### config.mk
export PLATFORM = sky130hd
export DESIGN_NAME = iir_decimator
export DESIGN_NICKNAME = d
export VERILOG_FILES = /design/src/rtl/iir_pkg.sv /design/src/rtl/sync_fifo.sv /design/src/rtl/iir_decimator.sv
export SDC_FILE = /design/constraint.sdc
export NUM_CORES = 1
export LEC_CHECK = 0
export BUFFER_PORTS_ARGS = -buffer_cell sky130_fd_sc_hd__buf_2
export CELL_PAD_IN_SITES_DETAIL_PLACEMENT = 0
export CELL_PAD_IN_SITES_GLOBAL_PLACEMENT = 1
export CORE_MARGIN = 4
export CORE_UTILIZATION = 52
export DETAILED_ROUTE_END_ITERATION = 8
export PLACE_DENSITY_LB_ADDON = 0.1
export SKIP_LAST_GASP = 1
export SYNTH_ARGS = -nofsm -noshare
export SYNTH_HDL_FRONTEND = slang
export SYNTH_HIERARCHICAL = 1
export SYNTH_SLANG_ARGS = --single-unit
### constraint.sdc
create_clock -name clk -period 4.6 [get_ports clk]
set_input_delay 0.46 -clock clk [delete_from_list [all_inputs] [get_ports clk]]
set_output_delay 0.46 -clock clk [all_outputs]
set_load 0.005 [all_outputs]
### src/rtl/iir_pkg.sv
// Shared types and widths for the iir filter and its downstream stages.
package iir_pkg;

  localparam int X_W = 8;
  localparam int Y_W = 10;

  typedef logic [Y_W-1:0] y_t;

endpackage

### src/rtl/sync_fifo.sv
// Synchronous show-ahead FIFO with registered storage and occupancy count.
// A push while full is accepted only when a pop frees a slot in the same cycle.
module sync_fifo #(
  parameter int WIDTH = 10,
  parameter int DEPTH = 4
) (
  input  logic                   clk,
  input  logic                   reset_n,
  input  logic                   push,
  input  logic                   pop,
  input  logic [WIDTH-1:0]       wdata,
  output logic [WIDTH-1:0]       rdata,
  output logic                   full,
  output logic                   empty,
  output logic [$clog2(DEPTH):0] level
);

  localparam int PTR_W = $clog2(DEPTH);

  logic [WIDTH-1:0] mem [DEPTH];
  logic [PTR_W-1:0] wr_ptr;
  logic [PTR_W-1:0] rd_ptr;
  logic             do_push;
  logic             do_pop;

  assign empty   = (level == '0);
  assign full    = (level == (PTR_W + 1)'(DEPTH));
  assign do_pop  = pop & ~empty;
  assign do_push = push & (~full | do_pop);
  assign rdata   = mem[rd_ptr];

  always_ff @(posedge clk or negedge reset_n) begin
    if (!reset_n) begin
      // NOTE: storage is reset so m_data reads 0 while empty; DEPTH is small, so this is cheap flops, not RAM.
      for (int i = 0; i < DEPTH; i++) mem[i] <= '0;
      wr_ptr <= '0;
      rd_ptr <= '0;
      level  <= '0;
    end else begin
      // NOTE: non-blocking assignments keep every register sampling pre-edge values.
      if (do_push) begin
        mem[wr_ptr] <= wdata;
        wr_ptr      <= wr_ptr + 1'b1;
      end
      if (do_pop) rd_ptr <= rd_ptr + 1'b1;
      case ({do_push, do_pop})
        2'b10:   level <= level + 1'b1;
        2'b01:   level <= level - 1'b1;
        default: level <= level;
      endcase
    end
  end

endmodule

### src/rtl/iir_decimator.sv
// Block-average decimator for the iir output stream, buffered by a small FIFO
// with valid/ready drain and sticky overflow on dropped results.
module iir_decimator
  import iir_pkg::*;
#(
  parameter int LOG2_DECIM = 2,
  parameter int DEPTH      = 4
) (
  input  logic                   clk,
  input  logic                   reset_n,
  input  logic                   en,
  input  y_t                     y_in,
  output y_t                     m_data,
  output logic                   m_valid,
  input  logic                   m_ready,
  output logic [$clog2(DEPTH):0] level,
  output logic                   overflow,
  input  logic                   clr_ovf
);

  localparam int N     = 1 << LOG2_DECIM;
  localparam int ACC_W = Y_W + LOG2_DECIM;
  localparam int CNT_W = (LOG2_DECIM > 0) ? LOG2_DECIM : 1;

  logic [CNT_W-1:0] cnt;
  logic [ACC_W-1:0] acc;
  logic [ACC_W-1:0] sum;
  logic             last;
  logic             push_req;
  logic             pop;
  logic             drop;
  logic             full;
  logic             empty;
  y_t               result;

  always_comb begin
    // NOTE: every output of this block gets a value on every path, so no latch is inferred.
    sum      = ((cnt == '0) ? '0 : acc) + ACC_W'(y_in);
    last     = (cnt == CNT_W'(N - 1));
    result   = y_t'(sum >> LOG2_DECIM);
    push_req = en & last;
    pop      = m_valid & m_ready;
    drop     = push_req & full & ~pop;
  end

  assign m_valid = ~empty;

  // The first sample of a block discards the old sum, so acc needs no clear.
  always_ff @(posedge clk or negedge reset_n) begin
    if (!reset_n) begin
      cnt <= '0;
      acc <= '0;
    end else if (en) begin
      cnt <= last ? '0 : cnt + 1'b1;
      acc <= sum;
    end
  end

  always_ff @(posedge clk or negedge reset_n) begin
    if (!reset_n)     overflow <= 1'b0;
    else if (drop)    overflow <= 1'b1;
    else if (clr_ovf) overflow <= 1'b0;
  end

  sync_fifo #(
    .WIDTH (Y_W),
    .DEPTH (DEPTH)
  ) u_fifo (
    .clk     (clk),
    .reset_n (reset_n),
    .push    (push_req),
    .pop     (pop),
    .wdata   (result),
    .rdata   (m_data),
    .full    (full),
    .empty   (empty),
    .level   (level)
  );

endmodule

# Word-level counts from Yosys, hierarchy flattened
# Index checks and enable logic that the tools add are counted.
word_totals:
  register_bits: 62
  input_bits: 15
  output_inout_bits: 15
  elab_cells: 51
op_classes:
  n_addsub: 6
  magnitude_cmp: 3
  eq_ne: 4
  mux: 11
  n_bitwise: 12
  reduce_logical: 5
op_table:
  columns: ["cell", "n"]
  rows:
  - ["bitwise mux 40 bit", 1]
  - ["2-to-1 mux 10 bit", 3]
  - ["binary-select mux 10 bit (select 2 bit)", 1]
  - ["demux 10 bit (select 2 bit)", 1]
  - ["adder 12 x 10 -> 12 bit", 1]
  - ["2-to-1 mux 12 bit", 1]
  - ["adder 2 x 1 -> 2 bit (second input constant)", 3]
  - ["bitwise AND 1 bit", 6]
  - [">= comparator 3 bit (second input constant)", 2]
  - ["inverter 2 -> 3 bit", 2]
  - ["one-hot mux 3 bit (2 select lines)", 1]
  - ["equality test 2 bit (second input constant)", 2]
  - ["nonzero test 2 bit", 2]
  - ["adder 3 x 1 -> 3 bit (second input constant)", 1]
  - ["equality test 3 bit (second input constant)", 1]
  - ["logical NOT 3 bit", 1]
  - ["< comparator 3 x 1 -> 1 bit (second input constant)", 1]
  - ["inverter 1 bit", 3]
  - ["subtractor 3 x 1 -> 3 bit (second input constant)", 1]
  - ["equality test 2 x 1 -> 1 bit (second input constant)", 1]
  - ["logical NOT 2 bit", 1]
  - ["2-to-1 mux 1 bit", 2]
  - ["2-to-1 mux 2 bit", 1]
  - ["logical AND 1 bit", 1]
  - ["OR 1 bit", 1]

# Logic depth before layout (Yosys ltp)
# Gate-level depths: netlist (run 1).
depth:
  word_depth: 8
  ltp_mapped: 12
  mapped_depth_nobuf: 10

# By module
# Netlist (run 1), hierarchy kept.
by_module_without_submodules:
  columns: ["module", "instances", "cells_each", "area_per_inst_um2", "seq_area_each_um2"]
  rows:
  - ["sync_fifo", 1, 133, 2137.0, 1176.1]
  - ["iir_decimator", 1, 131, 1203.7, 375.4]

# Worst setup path before layout (run 1)
# Ideal clock, no wire load.
synth_path:
  kind: "register to register"
  start: "reg cnt[0]"
  end: "reg u_fifo/mem[16] (netlist name)"
  setup_ns: 0.125
  t_arrival_ns: 2.626
  t_required_ns: 4.475
  path_slack_ns: 1.850
  path_stages_with_launch: 12
  path_buffers: 1
  period_less_slack_ns: 2.750
  cell_sequence: "dfrtp_1 -> inv_1 -> ha_1 -> clkbuf_1 -> nor2b_1 -> ha_1 -> fa_1 -> a21o_1 -> a221oi_2 -> o21ai_1 -> xor2_1 -> mux2_2"
synth_between:
  elab_chain_len: 4
  elab_cells_between_ends: 7
  classes_between: "1 x add/sub; 1 x eq/ne; 2 x mux; 2 x bitwise; 1 x reduce/logical"
synth_lines:
  columns: ["element", "line_no", "source"]
  rows:
  - ["from (decl)", "iir_decimator.sv:25", "logic [CNT_W-1:0] cnt;"]
  - ["from (signal assigned)", "iir_decimator.sv:54", "cnt <= last ? '0 : cnt + 1'b1;"]
  - ["logical NOT 2 bit", "iir_decimator.sv:38", "sum = ((cnt == '0) ? '0 : acc) + ACC_W'(y_in);"]
  - ["2-to-1 mux 12 bit", "iir_decimator.sv:38", null]
  - ["adder 12 x 10 -> 12 bit", "iir_decimator.sv:38", null]
  - ["named net sum[8]", "iir_decimator.sv:27", "logic [ACC_W-1:0] sum;"]
  - ["bitwise mux 40 bit", "sync_fifo.sv:42", "mem[wr_ptr] <= wdata;"]
  - ["to (signal, indexed assignment)", "sync_fifo.sv:42", null]
  - ["to (decl)", "sync_fifo.sv:20", "logic [WIDTH-1:0] mem [DEPTH];"]
# The timed path passes the listed nets, and every way through them passes these cells.
# A chain may end at the register's enable or synchronous reset.

# Worst setup path in the final report (run 1)
layout_path:
  start: "reg cnt[0]"
  end: "reg u_fifo/mem[26] (netlist name)"
# The elaborated chain is that of the path after synthesis.

==> impl_metrics.tcl, run 1 <==
set metrics [dict create \
    status "finished clean" \
    switching_power_mw 1.07 \
    synth-edff-count 0 \
    wl_mm 6.34 \
    busiest_layer "met1" \
    cts_tree "yes" \
    met1_usage_pct 26.1 \
    areaGrowthSynthToFinish_pct 13.4 \
    synth_top_family_by_area "multiplexers" \
    drt_iter0_drc 63 \
    critPathLaunchType "flop" \
    crit_required_ns 4.88 \
    clk-insertion-delay-late_ns 0.35 \
    io_pins 30 \
    numCtsBuffers 9 \
    fin_util_pct 62.5 \
    synth_top_area_share_pct 46.4 \
    hold_viol 0 \
    worstPathArrival_ns 3.34 \
    dp_hpwl_mm 4.45 \
    power_density_nw_per_um2 751 \
    num_rows 28 \
    grt_usage_pct 18.0 \
    ff2ff_path_depth 10 \
    synth_xor_area_share_pct 3.93 \
    fp.dieW_um 88.2 \
    slew_headroom_pct 48.6 \
    pwr-share-seq_pct 34.8 \
    cp_max_fo 12 \
    swShare_pct 37.5 \
    p_int_mw 1.78 \
    ant_nets 0 \
    clock_skew_ns 0.00636 \
    htreeDepth 3 \
    met3_usage_pct 3.48 \
    p_clk_share_pct 19.3 \
    final_common_cell "dfrtp_1" \
    dp_cells 362 \
    synth_fp_nets 298 \
    syn_avg_cell_area_um2 12.7 \
    synth-simple-area-share_pct 8.73 \
    drv_slew 0 \
    post_synth_num_cell_types 45 \
    yosysWarnings 6 \
    final_layout_size_suffix_gt1_share_pct 37.3 \
    postSynth.asyncResetShare_pct 100 \
    grt_antenna_before_repair 0 \
    final_cell_mix "dfrtp_1 (62), mux2_2 (47), buf_2 (29)" \
    ir_worst_vdd_mv 0.388 \
    dr.pass1.iters 4 \
    reg2reg_slack_ns 1.54 \
    vias_per_cell 5.63 \
    overflow 0 \
    leakage_nw 1.79 \
    synthAdderAreaFrac_pct 7.57 \
    cts-root-buf "clkbuf_8" \
    period_share_pct 66.4 \
    start_util_pct 55.1 \
    dieArea_um2 7770 \
    synth-seq-area-share_pct 46.4 \
    io_buffers 29 \
    grt_max_degree 63 \
    finalSetupViolCount 0 \
    ys.flop_type "dfrtp_1" \
    crit_path_start "cnt[0]" \
    worst_hold_path_type "primary input to asynchronous set/reset pin" \
    r2r-end "u_fifo/mem[26]" \
    synth_seq_cells 62 \
    clkTransAtPathRegs_ns 0.07 \
    wl_per_cell_um 16.8 \
    dr_total_vias 2129 \
    grtUsageMet2_pct 26.1 \
    synth_area_leader_cell "dfrtp_1" \
    total_power_mw 2.84 \
    synth_area_leaders "dfrtp_1 (46%), mux2_2 (16%), mux4_2 (6.7%)" \
    diodes 0 \
    synthMuxAreaShare_pct 23.6 \
    fin_cells 378 \
    die_y_um 88.2 \
    min_period_ns 3.06 \
    drc 0 \
    synth_area_um2 3340 \
    fin_setup_tns_ns 0 \
    pwr-share-comb_pct 45.9 \
    core_um2 6060 \
    post_cts_resized 0 \
    crit_end "u_fifo/mem[26]" \
    grt_setup_unrepaired "no" \
    cp-end-kind "flop" \
    crit_type "flop to flop" \
    max_cap_viol_count 0 \
    max_freq_mhz 327 \
    final_nets 332 \
    clkSinkCount 62 \
    synthCells 264 \
    grt_pass1_vias 2077 \
    grt_pass1_wl_mm 10.4 \
    worstMarginPinSlew_ns 0.772 \
    place_congestion 0.799 \
    cts_buffer_depth 2 \
    post_cts_buffers 0 \
    synth_compound_area_share_pct 7.30 \
    hold_buffers 0 \
    r2r-start "cnt[0]" \
]
-- critical path: stages (launching register included) --
cell and delay [ns]:
dfrtp_1 0.39, inv_1 0.08, ha_1 0.45, nor2b_1 0.10, ha_1 0.22, fa_1 0.40, a21o_1 0.22, a221oi_2 0.37
o21ai_1 0.14, xor2_1 0.36, mux2_2 0.24
-- power by group through the flow --
stage | Clock (mW) | Combinational, mW | Sequential [mW]
2_1_floorplan | 0 | 1.03 | 0.917
3_3_place_gp | 0 | 1.29 | 0.995
3_5_place_dp | 0 | 1.31 | 1.00
4_1_cts | 0.561 | 1.32 | 0.993
5_1_grt | 0.583 | 1.46 | 1.03
6_report | 0.549 | 1.31 | 0.989
-- Yosys cell counts (2+ instances only) --
| master | count |
|---|---|
| and2_1 | 2 |
| o21ai_0 | 2 |
| clkbuf_1 | 6 |
| fa_1 | 2 |
| xor2_1 | 7 |
| nor2_1 | 11 |
| a21oi_1 | 7 |
| ha_1 | 17 |
| a21o_1 | 3 |
| mux2i_1 | 2 |
| mux4_2 | 10 |
| nand3_1 | 3 |
| dfrtp_1 | 62 |
| nor2b_1 | 11 |
| nor2_2 | 4 |
| o21a_1 | 2 |
| o2111ai_1 | 2 |
| and3_1 | 2 |
| xnor2_1 | 8 |
| inv_1 | 14 |
| nand2_1 | 16 |
| mux2_2 | 47 |
| o211ai_1 | 2 |
-- through the flow --
step	area, um2	worst slack, ns	hold slack, ns
2_1_floorplan	3340	1.85	0.164
3_3_place_gp	3560	1.64	0.484
3_5_place_dp	3560	1.57	0.490
4_1_cts	3790	1.53	0.284
5_1_grt	3790	1.27	0.287
6_report	3790	1.54	0.263
-- layout make-up --
| class | count | area (um2) |
|---|---|---|
| sequential | 62 | 1550 |
| tap | 75 | 93.8 |
| fill | 496 | 2270 |
| clock inverter | 7 | 104 |
| clock buffer | 9 | 124 |
| multi-input combinational | 181 | 1710 |
| inverter | 14 | 52.6 |
| timing repair buffer | 30 | 153 |
-- sequential cells by signal, summed over array words and instances, names as in the netlist --
register       cells
overflow           1
u_fifo/mem        40
cnt                2
u_fifo/rd_ptr      2
acc               12
u_fifo/wr_ptr      2
u_fifo/level       3
-- cells by family after synthesis --
family,after synthesis
DFF,62
muxes,60
and+or+nand+nor,55
AOI/OAI and AO/OA,32
buffers and inverters,21
adders and majority gates,19
xor gates and xnor gates,15
-- layer usage --
layer  routed length (um)  part of all wire (%)  up-vias
met5                    0                     0        -
met4                   95                   1.5        0
met3                  228                   3.6       11
met2                 2940                    46       39
met1                 3080                    49     1059
li1                     -                     -     1020
-- how the worst min path moves through the flow --
| stage | from | end | slack [ns] | depth (start not counted) |
|---|---|---|---|---|
| floorplan | reset_n | acc[0] | 0.16 | 0 |
| global placement | u_fifo/mem[19] | u_fifo/mem[19] | 0.48 | 1 |
| detailed placement | acc[0] | acc[0] | 0.49 | 1 |
| CTS | clr_ovf | overflow | 0.28 | 2 |
| global route | clr_ovf | overflow | 0.29 | 2 |
| finish | reset_n | acc[1] | 0.26 | 2 |
(Power assumes the default switching activity.)
==> run 2, diff against run 1 <==
--- a/config.mk
+++ b/config.mk
@@ -9,7 +9,7 @@
 export CELL_PAD_IN_SITES_DETAIL_PLACEMENT = 0
 export CELL_PAD_IN_SITES_GLOBAL_PLACEMENT = 1
 export CORE_MARGIN = 4
-export CORE_UTILIZATION = 52
+export CORE_UTILIZATION = 44
 export DETAILED_ROUTE_END_ITERATION = 8
 export PLACE_DENSITY_LB_ADDON = 0.1
 export SKIP_LAST_GASP = 1
==> constraint.sdc (replaced) <==
create_clock -name clk -period 2.7 [get_ports clk]
set_input_delay 0.27 -clock clk [delete_from_list [all_inputs] [get_ports clk]]
set_output_delay 0.27 -clock clk [all_outputs]
set_load 0.005 [all_outputs]
==> run 2 against run 1 <==
Compared with the run above:
- sequential power rose by 64%
- core utilization shrank 7.4 points
- die area increased by 16%
- hold slack got worse by 0.16 ns
- sequential cell count stayed put
- via count grew 4.5%
==> impl_metrics.tcl, run 2 (same netlist as run 1, synthesis figures left out) <==
set metrics [dict create \
    fp.dieW_um 95.1 \
    areaGrowthSynthToFinish_pct 20.9 \
    vias_per_cell 5.23 \
    dieArea_um2 9050 \
    fin_util_pct 55.1 \
    grt_pass1_vias 2159 \
    dr_total_vias 2224 \
    drv_slew 0 \
    top_regs "u_fifo/mem: 40 flops, acc: 12 flops, u_fifo/level: 3 flops" \
    dp_slack_ns 0.0238 \
    largest_register_ffs 40 \
    clock_skew_ns 0.00745 \
    clkTransAtPathRegs_ns 0.08 \
    fin_area_um2 4040 \
    grt_pass1_wl_mm 11.3 \
    wl_per_cell_um 16.5 \
    clk-insertion-delay-late_ns 0.34 \
    min_period_ns 2.60 \
    status "finished clean" \
    period_share_pct 96.2 \
    ant_nets 0 \
    worst-path-buf-inv 2 \
    grt_usage_pct 16.9 \
    cp-end-kind "flop" \
    final_common_cell "dfrtp_1" \
    io_pins 30 \
    dr.pass1.iters 4 \
    final_nets 355 \
    io_buffers 29 \
    cts_buffer_depth 2 \
    cts-root-buf "clkbuf_8" \
    grt_antenna_before_repair 0 \
    slowest_delay_ns 0.38 \
    slew_headroom_pct 56.6 \
    drc 0 \
    dpl-instance-area_um2 3720 \
    max_freq_mhz 385 \
    start_util_pct 45.6 \
    finalSetupViolCount 0 \
    critPathLaunchType "flop" \
    power_density_nw_per_um2 1250 \
    dp_hpwl_mm 5.01 \
    numCtsBuffers 9 \
    worstMarginPinSlew_ns 0.650 \
    leakage_nw 1.90 \
    max_cap_viol_count 0 \
    core_um2 7330 \
    crit_required_ns 2.93 \
    final_cell_mix "dfrtp_1 (62), mux2_2 (47), buf_2 (30)" \
    place_congestion 0.750 \
    clkSinkCount 62 \
    cp_top_family "compound AO/OA/AOI/OAI gates" \
    drt_iter0_drc 39 \
    regMostFlops "u_fifo/mem" \
    grt_setup_unrepaired "yes" \
    overflow 0 \
    ir_worst_vdd_mv 0.446 \
    fillers 644 \
    cts_tree "yes" \
    hold_viol 0 \
    crit_type "flop to flop" \
    diodes 0 \
    num_rows 31 \
    die_y_um 95.1 \
    grt_max_degree 28 \
    worst_hold_path_type "primary input to flop" \
    worstPathArrival_ns 2.82 \
    cp_max_fo 5 \
    critPathSlowestCell "dfrtp_1" \
    worst_slack_ns 0.103 \
    cp_cell_sequence "inv_1 -> ha_4 -> buf_6 -> nor2b_2 -> ha_1 -> a21o_1 -> a31o_4 -> o31a_1 -> o211ai_1 -> nand2_1 -> mux2_2" \
    final_layout_size_suffix_gt1_share_pct 44.2 \
    wl_mm 6.99 \
    htreeDepth 3 \
]
## run 2: final timing paths
kind,startpoint,endpoint,slack [ns],cells past startpoint
max in group asynchronous,reset_n,u_fifo/mem[27],1.49,3
worst max-delay path,cnt[0],u_fifo/mem[19],0.10,11
worst min register to register,acc[4],acc[4],0.50,1
worst max register to register,cnt[0],u_fifo/mem[19],0.10,11
min in group asynchronous,reset_n,acc[1],0.47,2
worst min-delay path,clr_ovf,overflow,0.11,2
## run 2: layout make-up
type,count,area [um2],share of cell area (%)
timing repair buffer,53,329,8.14
tap,99,124,3.07
multi-input combinational,181,1780,44.0
clock inverter,7,81.3,2.01
inverter,14,52.6,1.30
clock buffer,9,124,3.07
sequential,62,1550,38.4
## run 2: power breakdown
part           internal (mW)  total (mW)  switching [mW]  leakage (nW)
clock                  0.437       0.836           0.399         0.100
combinational           1.36        2.62            1.25          1.03
sequential              1.36        1.62           0.258         0.776
## run 2: per-layer routing
layer	vias up	GRT usage [%]	routed length (um)
met1	1118	23.9	3470
met2	28	24.8	3190
met5	-	0	0
met4	0	7.57	122
li1	1068	-	-
met3	10	3.39	205
## run 2: stage by stage
stage                     power (mW)  cells  hold WS [ns]  setup TNS (ns)
final                           5.07    425         0.106               0
after global routing            5.50    425         0.101          -0.289
after CTS                       4.99    421        0.0860               0
after detailed placement        4.11    403         0.322               0
after global placement          4.09    403         0.311               0
after floorplan                 3.32    264       -0.0256               0
## run 2: timing repair
action	CTS	global route
gates cloned	0	1
pin swaps	0	2
endpoints found under the hold margin	25	0
setup buffers	1	3
setup endpoints to repair	4	27
gates resized for setup	0	13
hold buffers	1	0
## run 2: worst register-to-register path: cells and delay by family (launching register included)
kind / cells / cell delay (ns)
simple gates: 2 / 0.18
mux: 1 / 0.29
fa+ha+maj: 2 / 0.45
compound gates: 4 / 0.96
flops: 1 / 0.38
buf+inv: 2 / 0.23
==> run 3, diff against run 2 <==
--- a/config.mk
+++ b/config.mk
@@ -8,6 +8,7 @@
 export BUFFER_PORTS_ARGS = -buffer_cell sky130_fd_sc_hd__buf_2
 export CELL_PAD_IN_SITES_DETAIL_PLACEMENT = 0
 export CELL_PAD_IN_SITES_GLOBAL_PLACEMENT = 1
+export CORE_ASPECT_RATIO = 0.6
 export CORE_MARGIN = 4
 export CORE_UTILIZATION = 44
 export DETAILED_ROUTE_END_ITERATION = 8
==> run 3 against run 2 <==
Compared with the run above:
- clock-buffer cell count up 1
- sequential cell count is the same
- sequential power hardly changed
- worst setup slack gained 0.015 ns
- clock power up 48%
- clock skew down 0.0043 ns
- cell count rose by 2.1%
- critical path type unchanged
- largest cell class unchanged
==> impl_metrics.tcl, run 3 (same netlist as run 1, synthesis figures left out) <==
set metrics [dict create \
    clkTransAtPathRegs_ns 0.05 \
    crit_required_ns 2.91 \
    fin_area_um2 4260 \
    diodes 0 \
    met1_usage_pct 25.2 \
    dr_total_vias 2247 \
    dpl-instance-area_um2 3770 \
    drc 0 \
    htreeDepth 3 \
    ant_nets 0 \
    dp_hpwl_mm 5.20 \
    worst_hold_path_type "primary input to asynchronous set/reset pin" \
    grt_antenna_before_repair 0 \
    cp_max_fo 4 \
    reg2reg_slack_ns 0.12 \
    numCtsBuffers 9 \
    critPathLaunchType "flop" \
    wl_per_cell_um 16.8 \
    ir_worst_vdd_mv 0.685 \
    grtUsageMet2_pct 25.0 \
    grt_pass1_wl_mm 11.9 \
    cp_cell_sequence "inv_1 -> ha_4 -> nor2b_1 -> ha_2 -> fa_2 -> a21o_1 -> a221oi_4 -> buf_6 -> o31ai_4 -> xnor2_2 -> mux2_2" \
    overflow 0 \
    worst_slack_ns 0.118 \
    dieArea_um2 9100 \
    worstPathArrival_ns 2.80 \
    clk-insertion-delay-late_ns 0.33 \
    die_y_um 75.5 \
    cts-root-buf "clkbuf_16" \
    grt_setup_unrepaired "no" \
    finalSetupViolCount 0 \
    wl_mm 7.28 \
    final_cell_mix "dfrtp_1 (62), mux2_2 (47), buf_2 (29)" \
    fin_cells 434 \
    r2r-start "cnt[1]" \
    num_rows 24 \
    hold_viol 0 \
    regArea_um2 1550 \
    period_share_pct 95.6 \
    max_freq_mhz 387 \
    core_um2 7330 \
    dr.pass1.iters 4 \
    clock_skew_ns 0.00313 \
    ff2ff_path_depth 11 \
    place_congestion 0.807 \
    dp_slack_ns -0.0464 \
    multi_input_area_um2 1840 \
    final_layout_size_suffix_gt1_share_pct 47.6 \
    grt_usage_pct 17.7 \
    power_density_nw_per_um2 1360 \
    dp_cells 414 \
    total_power_mw 5.78 \
    cp-end-kind "flop" \
    final_nets 359 \
    status "finished clean" \
    slew_headroom_pct 48.1 \
    hold_buffers 0 \
    slowest_delay_ns 0.38 \
    areaGrowthSynthToFinish_pct 27.6 \
    vias_per_cell 5.18 \
    worstMarginPinSlew_ns 0.779 \
    start_util_pct 45.6 \
    fp.dieW_um 120 \
    final_common_cell "dfrtp_1" \
    met3_usage_pct 6.08 \
    cts_tree "yes" \
    io_pins 30 \
    clkSinkCount 62 \
    top_regs "u_fifo/mem: 40 flops, acc: 12 flops, u_fifo/level: 3 flops" \
    drt_iter0_drc 146 \
    critPathSlowestCell "dfrtp_1" \
    r2r-end "u_fifo/mem[18]" \
    grt_max_degree 63 \
    fillers 618 \
    crit_path_start "cnt[1]" \
    regMostFlops "u_fifo/mem" \
    io_buffers 29 \
    busiest_layer "met1" \
    max_cap_viol_count 0 \
    drv_slew 0 \
    largest_register_ffs 40 \
    leakage_nw 1.99 \
    grt_pass1_vias 2280 \
    crit_type "flop to flop" \
    min_period_ns 2.58 \
    cts_buffer_depth 2 \
]
[run 3: cell count changes in the layout (fill, tap and decap cells not counted), moves of 2 or more]
cell,previous run,this run
ha_1,16,13
ha_2,0,2
buf_4,21,26
inv_6,2,0
clkinv_2,0,2
clkinv_4,3,0
clkbuf_16,0,9
clkbuf_8,9,1
[run 3: report_power, final]
group / switching [mW] / leakage (nW) / internal, mW
combinational: 1.36 / 1.06 / 1.53
sequential: 0.291 / 0.776 / 1.36
clock: 0.407 / 0.154 / 0.828
[run 3: stage by stage]
step | util, % | setup TNS (ns) | hold WS [ns]
2_1_floorplan | - | 0 | -0.0256
5_1_grt | 58.2 | 0 | 0.121
4_1_cts | 56.3 | 0 | 0.114
3_3_place_gp | 51.4 | -0.00475 | 0.465
6_report | 58.2 | 0 | 0.100
3_5_place_dp | 51.4 | -0.343 | 0.473
[run 3: cell type report]
| type | instances | area share, % |
|---|---|---|
| repair buffers | 57 | 8.51 |
| flip-flops and latches | 62 | 36.4 |
| well taps | 104 | 3.05 |
| clock buffers | 10 | 5.61 |
| inverters | 14 | 1.23 |
| clock inverters | 6 | 2.00 |
| multi-input cells | 181 | 43.2 |
[run 3: worst max-delay path by stage]
stage	endpoint	slack, ns	cells after the start
floorplan	u_fifo/mem[16]	0.06	11
global placement	u_fifo/mem[7]	-0.003	11
detailed placement	u_fifo/mem[37]	-0.05	11
CTS	u_fifo/mem[7]	0.004	11
global route	u_fifo/mem[6]	0.005	11
finish	u_fifo/mem[18]	0.12	11
[run 3: worst max-delay path: cells and delay by family, from the launching register on]
family	cells	cell delay, ns
fa+ha+maj	3	0.70
compound gates	3	0.63
flops	1	0.38
buf+inv	2	0.27
mux	1	0.27
xor+xnor	1	0.16
simple gates	1	0.05
[run 3: timing repair]
action | 4_1_cts | 5_1_grt
pin swaps | 1 | 8
setup endpoints to repair | 8 | 28
buffers inserted | 2 | 2
resized for setup | 3 | 22
[run 3: per-layer routing]
| layer | share of wire, % | vias up |
|---|---|---|
| li1 | - | 1075 |
| met1 | 51 | 1121 |
| met2 | 42 | 39 |
| met3 | 4.9 | 12 |
| met4 | 1.7 | 0 |
| met5 | 0 | - |
